<file path="config.mk">
export PLATFORM = sky130hd
export DESIGN_NAME = mpsoc_boot_sequencer
export DESIGN_NICKNAME = d
export VERILOG_FILES = /design/src/rtl/mpsoc_boot_sequencer.sv
export SDC_FILE = /design/constraint.sdc
export NUM_CORES = 1
export LEC_CHECK = 0
export CAP_MARGIN = 20
export CORE_MARGIN = 2
export CORE_UTILIZATION = 50
export DETAILED_ROUTE_END_ITERATION = 7
export PLACE_DENSITY = 0.81
export REMOVE_ABC_BUFFERS = 1
export SLEW_MARGIN = 20
export SYNTH_ARGS = -nofsm -noshare
export SYNTH_HDL_FRONTEND = slang
export SYNTH_SLANG_ARGS = --single-unit
</file>
<file path="constraint.sdc">
create_clock -name clk -period 1.6 [get_ports clk]
set_input_delay 0.16 -clock clk [delete_from_list [all_inputs] [get_ports clk]]
set_output_delay 0.16 -clock clk [all_outputs]
set_load 0.005 [all_outputs]
</file>
<file path="src/rtl/mpsoc_boot_sequencer.sv">
// Boot sequencer for mor1k_mpsoc: holds the SoC in reset, waits for all tile RAMs,
// then raises processors_en and releases tile CPU enables one at a time.
module mpsoc_boot_sequencer #(
  parameter int TILE_NUM        = 4,
  parameter int RST_HOLD_CYCLES = 16,
  parameter int STAGGER_CYCLES  = 4,
  parameter int TIMEOUT_CYCLES  = 1024
) (
  input  logic                clk,
  input  logic                reset,
  input  logic                sw_restart,
  input  logic [TILE_NUM-1:0] ram_ready,
  output logic                soc_reset,
  output logic                processors_en,
  output logic [TILE_NUM-1:0] tile_en,
  output logic                boot_done,
  output logic                boot_err
);

  localparam int MAX_A   = (RST_HOLD_CYCLES > STAGGER_CYCLES) ? RST_HOLD_CYCLES : STAGGER_CYCLES;
  localparam int MAX_CNT = (MAX_A > TIMEOUT_CYCLES) ? MAX_A : TIMEOUT_CYCLES;
  localparam int CNT_W   = $clog2(MAX_CNT + 1);

  localparam logic [CNT_W-1:0]    HOLD_LAST    = CNT_W'(RST_HOLD_CYCLES - 1);
  localparam logic [CNT_W-1:0]    STAGGER_LAST = CNT_W'(STAGGER_CYCLES - 1);
  localparam logic [CNT_W-1:0]    TIMEOUT_LAST = CNT_W'(TIMEOUT_CYCLES - 1);
  localparam logic [TILE_NUM-1:0] TILE0        = TILE_NUM'(1);

  typedef enum logic [2:0] {
    RST_HOLD,
    WAIT_MEM,
    STAGGER,
    RUN,
    ERROR
  } state_t;

  state_t              state, state_n;
  logic [CNT_W-1:0]    cnt, cnt_n;
  logic                soc_reset_n, processors_en_n, boot_done_n, boot_err_n;
  logic [TILE_NUM-1:0] tile_en_n;
  logic [TILE_NUM-1:0] next_tile;
  logic [1:0]          rel_sync;
  logic                held;

  // Reset release is resynchronised; the sequencer stays frozen until it clears.
  always_ff @(posedge clk or posedge reset) begin
    if (reset) rel_sync <= 2'b11;
    else       rel_sync <= {rel_sync[0], 1'b0};
  end

  assign held      = rel_sync[1];
  assign next_tile = (tile_en << 1) | TILE0;

  always_ff @(posedge clk or posedge reset) begin
    if (reset) begin
      state         <= RST_HOLD;
      cnt           <= '0;
      soc_reset     <= 1'b1;
      processors_en <= 1'b0;
      tile_en       <= '0;
      boot_done     <= 1'b0;
      boot_err      <= 1'b0;
    end else begin
      state         <= state_n;
      cnt           <= cnt_n;
      soc_reset     <= soc_reset_n;
      processors_en <= processors_en_n;
      tile_en       <= tile_en_n;
      boot_done     <= boot_done_n;
      boot_err      <= boot_err_n;
    end
  end

  always_comb begin
    state_n         = state;
    cnt_n           = cnt;
    soc_reset_n     = soc_reset;
    processors_en_n = processors_en;
    tile_en_n       = tile_en;
    boot_done_n     = boot_done;
    boot_err_n      = boot_err;

    if (!held) begin
      if (sw_restart) begin
        state_n         = RST_HOLD;
        cnt_n           = '0;
        soc_reset_n     = 1'b1;
        processors_en_n = 1'b0;
        tile_en_n       = '0;
        boot_done_n     = 1'b0;
        boot_err_n      = 1'b0;
      end else begin
        unique case (state)
          RST_HOLD: begin
            soc_reset_n     = 1'b1;
            processors_en_n = 1'b0;
            tile_en_n       = '0;
            if (cnt == HOLD_LAST) begin
              soc_reset_n = 1'b0;
              cnt_n       = '0;
              state_n     = WAIT_MEM;
            end else begin
              cnt_n = cnt + CNT_W'(1);
            end
          end
          WAIT_MEM: begin
            // All-ready takes priority over a timeout landing on the same edge.
            if (&ram_ready) begin
              processors_en_n = 1'b1;
              tile_en_n       = TILE0;
              cnt_n           = '0;
              if (TILE_NUM == 1) begin
                boot_done_n = 1'b1;
                state_n     = RUN;
              end else begin
                state_n = STAGGER;
              end
            end else if (cnt == TIMEOUT_LAST) begin
              boot_err_n = 1'b1;
              cnt_n      = '0;
              state_n    = ERROR;
            end else begin
              cnt_n = cnt + CNT_W'(1);
            end
          end
          STAGGER: begin
            if (cnt == STAGGER_LAST) begin
              tile_en_n = next_tile;
              cnt_n     = '0;
              if (next_tile[TILE_NUM-1]) begin
                boot_done_n = 1'b1;
                state_n     = RUN;
              end
            end else begin
              cnt_n = cnt + CNT_W'(1);
            end
          end
          RUN: begin
          end
          ERROR: begin
            soc_reset_n     = 1'b0;
            processors_en_n = 1'b0;
            tile_en_n       = '0;
            boot_err_n      = 1'b1;
          end
          default: begin
            state_n = RST_HOLD;
            cnt_n   = '0;
          end
        endcase
      end
    end
  end

endmodule

</file>
==> results.sh <==
export IMPL_yosysTopAreaCellShare_pct=37.1
export IMPL_reg2regPathDepth=5
export IMPL_postRouteAntennaNets=0
export IMPL_finalSetupViolCount=19
export IMPL_crit_required_ns=1.84
export IMPL_routed_wl_met3_um=187
export IMPL_root_buffer="clkbuf_4"
export IMPL_worstPathMaxFanout=4
export IMPL_slew_viol_final=0
export IMPL_fin_total_pwr_mw=1.34
export IMPL_grt_overflow_total=0
export IMPL_wl_met1_mm=1.62
export IMPL_drtPass1Iterations=4
export IMPL_drtIter0Drc=44
export IMPL_hold_class="in2async"
export IMPL_arrival_ns=2.04
export IMPL_wl_mm=4.21
export IMPL_yosysTopAreaCell="dfrtp_1"
export IMPL_highest_layer="met4"
export IMPL_ir_drop_uv=561
export IMPL_p_leak_nw=0.914
export IMPL_cts_tree="built"
export IMPL_start_util_pct=51.8
export IMPL_route_detailed_drc=0
export IMPL_r2r_end="state[0]"
export IMPL_syn_inst=155
export IMPL_cts_buffers_inserted=3
export IMPL_hpwl_mm=2.84
export IMPL_synth_area_sq_mm=0.00142
export IMPL_stdcell_area_sq_mm=0.00213
export IMPL_fillers=179
export IMPL_setup_tns_ns=-1.40
export IMPL_syn_area_per_cell_sq_um=9.13
export IMPL_setup_worst_path_start_class="flip-flop"
export IMPL_grt_pass1_wl_mm=6.87
export IMPL_pin_count=15
export IMPL_fmax_mhz=557
export IMPL_ys_async_sr_fraction_pct=100
export IMPL_clkSinkCount=24
export IMPL_wl_met2_mm=2.24
export IMPL_wl_per_cell_um=17.6
export IMPL_cap_violations=0
export IMPL_layout_setup_ws_ns=-0.195
export IMPL_antenna_found_initial=0
export IMPL_synth_edff_count=0
export IMPL_synth_area_leaders="dfrtp_1 37%, o21ai_0 6.4%, dfstp_2 5.6%, nor3_1 4.2%, a21oi_1 2.8%"
export IMPL_rrSetupSlack_ns=-0.20
export IMPL_die_h_um=57.2
export IMPL_syn_to_final_growth_pct=50.5
export IMPL_finalCoreUtilization_pct=77.9
export IMPL_diodes=0
export IMPL_numPortBuffers=14
export IMPL_status="finished with violations"
export IMPL_multi_input_area_sq_um=912
export IMPL_gp_congestion=0.865
export IMPL_core_area_sq_mm=0.00273
export IMPL_criticalPathCategory="reg2reg"
export IMPL_yosysUniqueCellTypes=48
export IMPL_die_width_um=57.2
export IMPL_fin_skew_ns=0.00338
export IMPL_hold_viol_final=0
export IMPL_post_dp_cell_area_sq_mm=0.00185
export IMPL_clock_latency_ns=0.33
export IMPL_ys_ff_latch=24
export IMPL_routed_via_density=6.18
export IMPL_final_seq_area_sq_um=608
export IMPL_ys_seq_area_share_pct=42.7
export IMPL_grt_setup_unrepaired="yes"
export IMPL_regToRegStartpoint="cnt[10]"
export IMPL_dieArea_sq_mm=0.00327
export IMPL_num_vias=1484
export IMPL_period_needed_ns=1.80
export IMPL_grt_pass1_vias=1513
export IMPL_drive_gt1_share_pct=43.1
export IMPL_post_place_ws_ns=-0.344
export IMPL_yosys_warnings=0
export IMPL_rows=19
export IMPL_grt_max_degree=25
export IMPL_final_nets=218
export IMPL_fin_crit_sh_pct=112
export IMPL_h_tree_depth=1
export IMPL_end_kind="flip-flop"
export IMPL_violations="setup timing"
export IMPL_groute_usage_overall_pct=27.3
export IMPL_clkTransAtPathRegs_ns=0.13
export IMPL_synth_ff_type="dfrtp_1"
export IMPL_clock_path_buffers=2
export IMPL_power_density_mw_per_mm2=629
-- cell type report --
type | count | area share (%)
Sequential cell | 24 | 28.6
Timing Repair Buffer | 60 | 23.9
Clock buffer | 4 | 1.70
Multi-Input combinational cell | 114 | 42.8
Tap cell | 31 | 1.82
Inverter | 7 | 1.23
-- how the worst max path moves through the flow --
stage,endpoint,start
after floorplan,cnt[10],state[1]
after global placement,cnt[2],sw_restart
after detailed placement,cnt[9],sw_restart
after CTS,state[1],cnt[9]
after global routing,state[1],cnt[10]
final,state[0],cnt[10]
-- cell usage in the layout, fill, tap and decap left out, types with 2 or more instances in the layout --
master / instances
a21oi_1: 7
a22o_1: 2
a31oi_1: 4
and3_1: 3
and4_1: 2
buf_4: 40
buf_6: 6
clkbuf_4: 3
clkdlybuf4s50_1: 14
dfrtp_1: 18
dfrtp_2: 3
dfstp_2: 3
inv_1: 7
nand2_1: 8
nand3_1: 3
nand4_1: 6
nor2_1: 7
nor2b_1: 2
nor3_1: 7
nor3_2: 6
nor3_4: 2
nor3b_1: 2
nor4b_2: 3
o21ai_0: 9
o21ai_1: 8
o21ai_2: 3
o41ai_2: 2
-- state kept, by name, summed over array words and instances, names as in the netlist --
signal	cells
boot_done	1
boot_err	1
cnt	11
processors_en	1
rel_sync	2
soc_reset	1
state	3
tile_en	4
-- critical path, cell delays in order (launching register included) --
cell and delay, ns:
dfrtp_1 0.44, nor4_4 0.34, nand2_1 0.10, a221o_1 0.41
a21o_1 0.22, o41ai_2 0.20
-- layer usage --
| metal | global-route usage (%) | vias up |
|---|---|---|
| met5 | 0 | - |
| met2 | 49.9 | 56 |
| met3 | 4.99 | 19 |
| li1 | - | 689 |
| met4 | 12.6 | 0 |
| met1 | 30.6 | 720 |
-- timing repair --
| item | CTS | global route |
|---|---|---|
| gates cloned | 0 | 0 |
| endpoints found under the setup margin | 19 | 19 |
| pin swaps | 13 | 19 |
| buffers inserted | 3 | 3 |
| hold endpoints to repair | 0 | 0 |
| hold buffers | 0 | 0 |
| gates resized for setup | 23 | 28 |
-- synth_stat cells (2+ instances only) --
cell type,n
dfrtp_1,21
o21ai_0,18
nor3_1,12
nand2_1,9
a21oi_1,8
nor2_1,8
inv_1,7
buf_2,6
nand4_1,6
a31oi_1,4
nand3_1,4
and3_1,3
clkbuf_1,3
dfstp_2,3
nor3b_1,3
nor4b_1,3
a22o_1,2
and4_1,2
nor2b_1,2
nor3_2,2
o21ai_1,2
-- kinds of logic after synthesis --
| logic type | after synthesis | share of synthesized area [%] |
|---|---|---|
| AOI/OAI and AO/OA | 46 | 21.5 |
| buffers and inverters | 17 | 5.31 |
| other | 1 | 0.265 |
| and+or+nand+nor | 64 | 27.9 |
| DFF | 24 | 42.7 |
| adders and majority gates | 1 | 0.884 |
| muxes | 2 | 1.50 |
-- through the flow --
step | instances | hold slack (ns)
CTS | 237 | 0.160
global placement | 230 | 0.346
finish | 240 | 0.163
global route | 240 | 0.168
floorplan | 145 | 0.172
detailed placement | 230 | 0.357
-- power by group --
group,switching (mW),internal [mW],total [mW]
clock network,0.191,0.140,0.330
registers,0.0280,0.632,0.660
logic,0.168,0.182,0.350
total,0.387,0.953,1.34
Note: power is estimated with default switching activity, not from simulation.
